--- src/rtl/serial_adder_if.sv ---
// serial_adder_if: start/busy/done handshake, operands and held result of the
// bit-serial adder. The optional signed-overflow flag (ovf) is present only
// when SERIAL_ADDER_OVF_EN is defined.
interface serial_adder_if #(
  parameter int WIDTH = 8
);

  logic             start;
  logic [WIDTH-1:0] a;
  logic [WIDTH-1:0] b;
  logic             c_in;
  logic             busy;
  logic             done;
  logic [WIDTH-1:0] sum;
  logic             carry_out;
`ifdef SERIAL_ADDER_OVF_EN
  logic             ovf;
`endif

`ifdef SERIAL_ADDER_OVF_EN
  modport master (
    output start, a, b, c_in,
    input  busy, done, sum, carry_out, ovf
  );

  modport slave (
    input  start, a, b, c_in,
    output busy, done, sum, carry_out, ovf
  );
`else
  modport master (
    output start, a, b, c_in,
    input  busy, done, sum, carry_out
  );

  modport slave (
    input  start, a, b, c_in,
    output busy, done, sum, carry_out
  );
`endif

endinterface

--- src/rtl/serial_adder.sv ---
// serial_adder: bit-serial adder. Adds a + b + c_in LSB-first, one bit per
// clock, through a single full-adder cell and a carry flip-flop. A result is
// published WIDTH edges after start is accepted, followed by a one-cycle done.
// Optional feature: define SERIAL_ADDER_OVF_EN to add a two's-complement
// overflow flag (bus.ovf), captured and held alongside sum.
// WIDTH must match the WIDTH of the connected serial_adder_if.
module serial_adder #(
  parameter int WIDTH = 8
) (
  input  logic          clk,
  input  logic          rst_n,
  serial_adder_if.slave bus
);

  localparam int CW = $clog2(WIDTH + 1);

  localparam logic [1:0] IDLE = 2'd0;
  localparam logic [1:0] RUN  = 2'd1;
  localparam logic [1:0] DONE = 2'd2;

  logic [1:0]       state_reg;
  logic [WIDTH-1:0] shift_a_reg;
  logic [WIDTH-1:0] shift_b_reg;
  logic [WIDTH-1:0] acc_reg;
  logic [CW-1:0]    cnt_reg;
  logic             carry_reg;
  logic [WIDTH-1:0] sum_reg;
  logic             carry_out_reg;
`ifdef SERIAL_ADDER_OVF_EN
  logic             ovf_reg;
`endif

  logic             bit_s;
  logic             carry_next;
  logic [WIDTH-1:0] acc_next;
  logic             last_bit;

  // Full-adder cell on the current LSBs, plus the accumulator with the new
  // sum bit entering at the MSB end (after WIDTH shifts bit 0 lands at bit 0).
  always_comb begin
    bit_s      = shift_a_reg[0] ^ shift_b_reg[0] ^ carry_reg;
    carry_next = (shift_a_reg[0] & shift_b_reg[0]) |
                 (shift_a_reg[0] & carry_reg) |
                 (shift_b_reg[0] & carry_reg);
    acc_next   = (acc_reg >> 1) | (WIDTH'(bit_s) << (WIDTH - 1));
    last_bit   = (cnt_reg == CW'(WIDTH - 1));
  end

  // Handshake FSM and datapath; reset aborts any operation in flight.
  always_ff @(posedge clk or negedge rst_n) begin
    if (!rst_n) begin
      state_reg     <= IDLE;
      shift_a_reg   <= '0;
      shift_b_reg   <= '0;
      acc_reg       <= '0;
      cnt_reg       <= '0;
      carry_reg     <= 1'b0;
      sum_reg       <= '0;
      carry_out_reg <= 1'b0;
`ifdef SERIAL_ADDER_OVF_EN
      ovf_reg       <= 1'b0;
`endif
    end else begin
      case (state_reg)
        // DONE accepts a new start exactly like IDLE, giving back-to-back ops.
        IDLE, DONE: begin
          if (bus.start) begin
            shift_a_reg <= bus.a;
            shift_b_reg <= bus.b;
            carry_reg   <= bus.c_in;
            cnt_reg     <= '0;
            state_reg   <= RUN;
          end else begin
            state_reg   <= IDLE;
          end
        end
        RUN: begin
          shift_a_reg <= shift_a_reg >> 1;
          shift_b_reg <= shift_b_reg >> 1;
          carry_reg   <= carry_next;
          acc_reg     <= acc_next;
          cnt_reg     <= cnt_reg + CW'(1);
          if (last_bit) begin
            sum_reg       <= acc_next;
            carry_out_reg <= carry_next;
`ifdef SERIAL_ADDER_OVF_EN
            // carry_reg is the carry into the MSB, carry_next the carry out.
            ovf_reg       <= carry_reg ^ carry_next;
`endif
            state_reg     <= DONE;
          end
        end
        default: state_reg <= IDLE;
      endcase
    end
  end

  assign bus.busy      = (state_reg == RUN);
  assign bus.done      = (state_reg == DONE);
  assign bus.sum       = sum_reg;
  assign bus.carry_out = carry_out_reg;
`ifdef SERIAL_ADDER_OVF_EN
  assign bus.ovf       = ovf_reg;
`endif

endmodule

--- src/flat_wrapper.sv ---
// flat-port wrapper written by rule: the top's interface ports become plain ports
module serial_adder_flat 
#(
  parameter int WIDTH = 8
)
  (clk, rst_n, bus_start, bus_a, bus_b, bus_c_in, bus_busy, bus_done, bus_sum, bus_carry_out);
  serial_adder_if #(.WIDTH(WIDTH)) bus_i ();
  input  logic clk;
  input  logic rst_n;
  input wire logic [$bits(bus_i.start)-1:0] bus_start;
  input wire logic [$bits(bus_i.a)-1:0] bus_a;
  input wire logic [$bits(bus_i.b)-1:0] bus_b;
  input wire logic [$bits(bus_i.c_in)-1:0] bus_c_in;
  output wire logic [$bits(bus_i.busy)-1:0] bus_busy;
  output wire logic [$bits(bus_i.done)-1:0] bus_done;
  output wire logic [$bits(bus_i.sum)-1:0] bus_sum;
  output wire logic [$bits(bus_i.carry_out)-1:0] bus_carry_out;
  assign bus_i.start = bus_start;
  assign bus_i.a = bus_a;
  assign bus_i.b = bus_b;
  assign bus_i.c_in = bus_c_in;
  assign bus_busy = bus_i.busy;
  assign bus_done = bus_i.done;
  assign bus_sum = bus_i.sum;
  assign bus_carry_out = bus_i.carry_out;
  serial_adder #(.WIDTH(WIDTH)) u_core (.clk(clk), .rst_n(rst_n), .bus(bus_i));
endmodule
--- config.mk ---
export PLATFORM = sky130hd
export DESIGN_NAME = serial_adder_flat
export DESIGN_NICKNAME = d
export VERILOG_FILES = /design/src/rtl/serial_adder_if.sv /design/src/rtl/serial_adder.sv /design/src/flat_wrapper.sv
export SDC_FILE = /design/constraint.sdc
export NUM_CORES = 1
export LEC_CHECK = 0
export CAP_MARGIN = 5
export CORE_ASPECT_RATIO = 0.9
export CORE_MARGIN = 8
export CORE_UTILIZATION = 48
export CTS_BUF_LIST = sky130_fd_sc_hd__clkbuf_4
export CTS_CLUSTER_DIAMETER = 80
export CTS_CLUSTER_SIZE = 8
export DETAILED_ROUTE_END_ITERATION = 10
export PLACE_DENSITY = 0.8
export RECOVER_POWER = 25
export SETUP_SLACK_MARGIN = 0.4
export SYNTH_ARGS = -nofsm -noshare
export SYNTH_HDL_FRONTEND = slang
export SYNTH_SLANG_ARGS = --single-unit
--- constraint.sdc ---
create_clock -name clk -period 1.5 [get_ports clk]
set_clock_uncertainty 0.1 [all_clocks]
set_input_delay 0.3 -clock clk [delete_from_list [all_inputs] [get_ports clk]]
set_output_delay 0.3 -clock clk [all_outputs]
set_load 0.05 [all_outputs]
==> flow_metrics.tcl <==
set metrics [dict create \
    ant_nets 0 \
    slew_viol_final 0 \
    layout.cells.non_filler 211 \
    wl_um 3550 \
    synth_common_cells "39 x dfrtp_1, 19 x a22o_1, 17 x mux2_2" \
    multi_input_area_um2 673 \
    syn-num-nets 135 \
    gp_congestion 0.719 \
    power.share.switching_pct 34.8 \
    leakage_nw 1.22 \
    syn_area_um2 1630 \
    async_flop_share_pct 100 \
    die_w_um 77.4 \
    drv_cap 0 \
    seqCellArea_um2 976 \
    seqPwrFrac_pct 33.0 \
    ys_types 18 \
    path_class "flip-flop to primary output" \
    area_delta_synth_final_pct 49.7 \
    max_clock_freq_mhz 602 \
    cts-htree-levels 2 \
    drt-initial-drc-count 30 \
    ys_ff_latch 39 \
    cts_buffers 5 \
    switching_power_mw 2.05 \
    busiest_layer "met2" \
    core_um2 3300 \
    p_clk_share_pct 11.6 \
    insertion_delay_ps 350 \
    wl_per_cell_um 16.8 \
    drc_errors 0 \
    met1_usage_pct 14.7 \
    crit_path_start_kind "flip-flop" \
    seq_area_frac_synth_pct 60.0 \
    antenna_found_initial 0 \
    power_density_nw_per_um2 2410 \
    vias 1103 \
    crit_required_ps 1100 \
    layout_worst_path_cycle_share_pct 111 \
    maxSlewHeadroom_pct 38.9 \
    synth_flop_cell "dfrtp_1" \
    cts.clk_slew.worst_paths_ps 110 \
    setup_violations 37 \
    grt_max_degree 24 \
    clk_path_buf_depth 2 \
    grt_pass1_wl_um 5780 \
    ioPinCount 31 \
    arrival_ps 1260 \
    dr.pass1.iters 3 \
    cts_tree "built" \
    synth_most_common_cell "dfrtp_1" \
    ir_drop_mv 1.03 \
    globalRouteMet3Util_pct 6.00 \
    io_buffers 30 \
    combPwrFrac_pct 55.3 \
    worst_setup_path_end_kind "primary output" \
    violations "setup timing" \
    grt_use_met2_pct 22.3 \
    numPlacedInstances 191 \
    start_util_pct 49.3 \
    whs_ps 393 \
    dpl.hpwl_um 2400 \
    synth_top_area_share_pct 60.0 \
    hold_path_class "flip-flop to flip-flop" \
    numClockSinks 39 \
    path_max_fanout 4 \
    fin_ws_ps -161 \
    syn_avg_cell_area_um2 14.4 \
    final_nets 188 \
    rows 20 \
    grtUsageTotal_pct 13.3 \
    n_fill_cell 222 \
    dieArea_um2 5510 \
    yosysWarnings 0 \
    post_route_cells_drive_above_1_share_pct 38.9 \
    grt_overflow 0 \
    p_int_mw 3.83 \
    hold_viol 0 \
    tightestPinTransition_ps 917 \
    fin_tns_setup_ps -2800 \
    yosys-top-cells-area "dfrtp_1 60%, mux2_2 12%, a22o_1 10%" \
    first_global_vias 1215 \
    fp.dieH_um 71.2 \
    cts_root_buffer "clkbuf_4" \
    postSynthCellCount 113 \
    synth_area_leader_cell "dfrtp_1" \
    vias_per_cell 5.23 \
    status "finished, violations left" \
    rsz0062_at_grt "yes" \
    synth_edf_count 0 \
    insertedDiodeCount 0 \
    period_minus_slack_ps 1660 \
]
power by group through the flow:
stage          logic [mW]  registers, mW  clock network [mW]
2_1_floorplan        1.50           2.20                   0
3_3_place_gp         2.68           1.91                   0
3_5_place_dp         2.78           1.95                   0
4_1_cts              3.14           1.93               0.695
5_1_grt              3.46           2.00               0.731
6_report             3.25           1.94               0.684
cell usage in the layout, fill, tap and decap left out, types with 2 or more instances in the layout:
master,instances
dfrtp_1,39
clkbuf_4,5
buf_6,3
buf_4,14
a21o_1,15
mux2i_1,2
clkdlybuf4s50_1,18
nor2b_1,2
mux2_4,16
nand2_1,2
a22o_1,19
buf_12,14
critical path: stages (launching register included):
cell and delay, ps:
dfrtp_1 400, and2b_4 280, buf_12 110, buf_12 120
stage by stage:
stage	area (um2)	utilization (%)	total power [mW]	worst slack [ps]
6_report	2440	73.8	5.88	-161
5_1_grt	2440	73.8	6.20	-206
4_1_cts	2400	72.6	5.76	-153
3_5_place_dp	2200	66.6	4.73	-238
3_3_place_gp	2200	66.6	4.59	-174
2_1_floorplan	1710	-	3.69	33.1
cell type report:
class                      count  area share, %
clock buffer                   5           1.54
sequential                    39           40.1
tap                           44           2.26
clock inverter                 3           1.59
multi-input combinational     67           27.6
timing repair buffer          53           26.9
timing repair:
action                     4_1_cts  5_1_grt
resized for setup               10        5
cloned                           1        0
setup buffers                    7        3
setup endpoints to repair       50       50
pin swaps                        4        0
hold endpoints to repair        16        0
hold buffers                     1        0
metal layers:
| layer | part of all wire [%] | vias to the layer above | wire (um) |
|---|---|---|---|
| met1 | 43 | 553 | 1530 |
| met2 | 50 | 29 | 1780 |
| li1 | - | 517 | - |
| met3 | 5.3 | 4 | 189 |
| met5 | 0 | - | 0 |
| met4 | 1.1 | 0 | 39 |
path summary, 6_finish.rpt:
kind | startpoint | cells past startpoint | slack [ps] | end
max in group asynchronous | rst_n | 3 | 200 | u_core.shift_b_reg[0]
worst max-delay path | u_core.state_reg[1] | 3 | -160 | bus_busy
worst min register to register | u_core.shift_b_reg[2] | 1 | 390 | u_core.shift_b_reg[2]
min in group asynchronous | rst_n | 2 | 480 | u_core.acc_reg[5]
worst min-delay path | u_core.shift_b_reg[2] | 1 | 390 | u_core.shift_b_reg[2]
worst max register to register | u_core.state_reg[1] | 4 | -130 | u_core.bus.sum[3]
cells by family after synthesis:
family | count (synthesis) | synth area share, %
flip-flops | 39 | 60.0
adder cells (fa/ha/maj) | 2 | 2.00
AND/OR/NAND/NOR | 11 | 4.38
buffers and inverters | 7 | 3.23
multiplexers | 19 | 13.0
AO/OA/AOI/OAI | 35 | 17.4
Power figures use the tool's default switching activity.
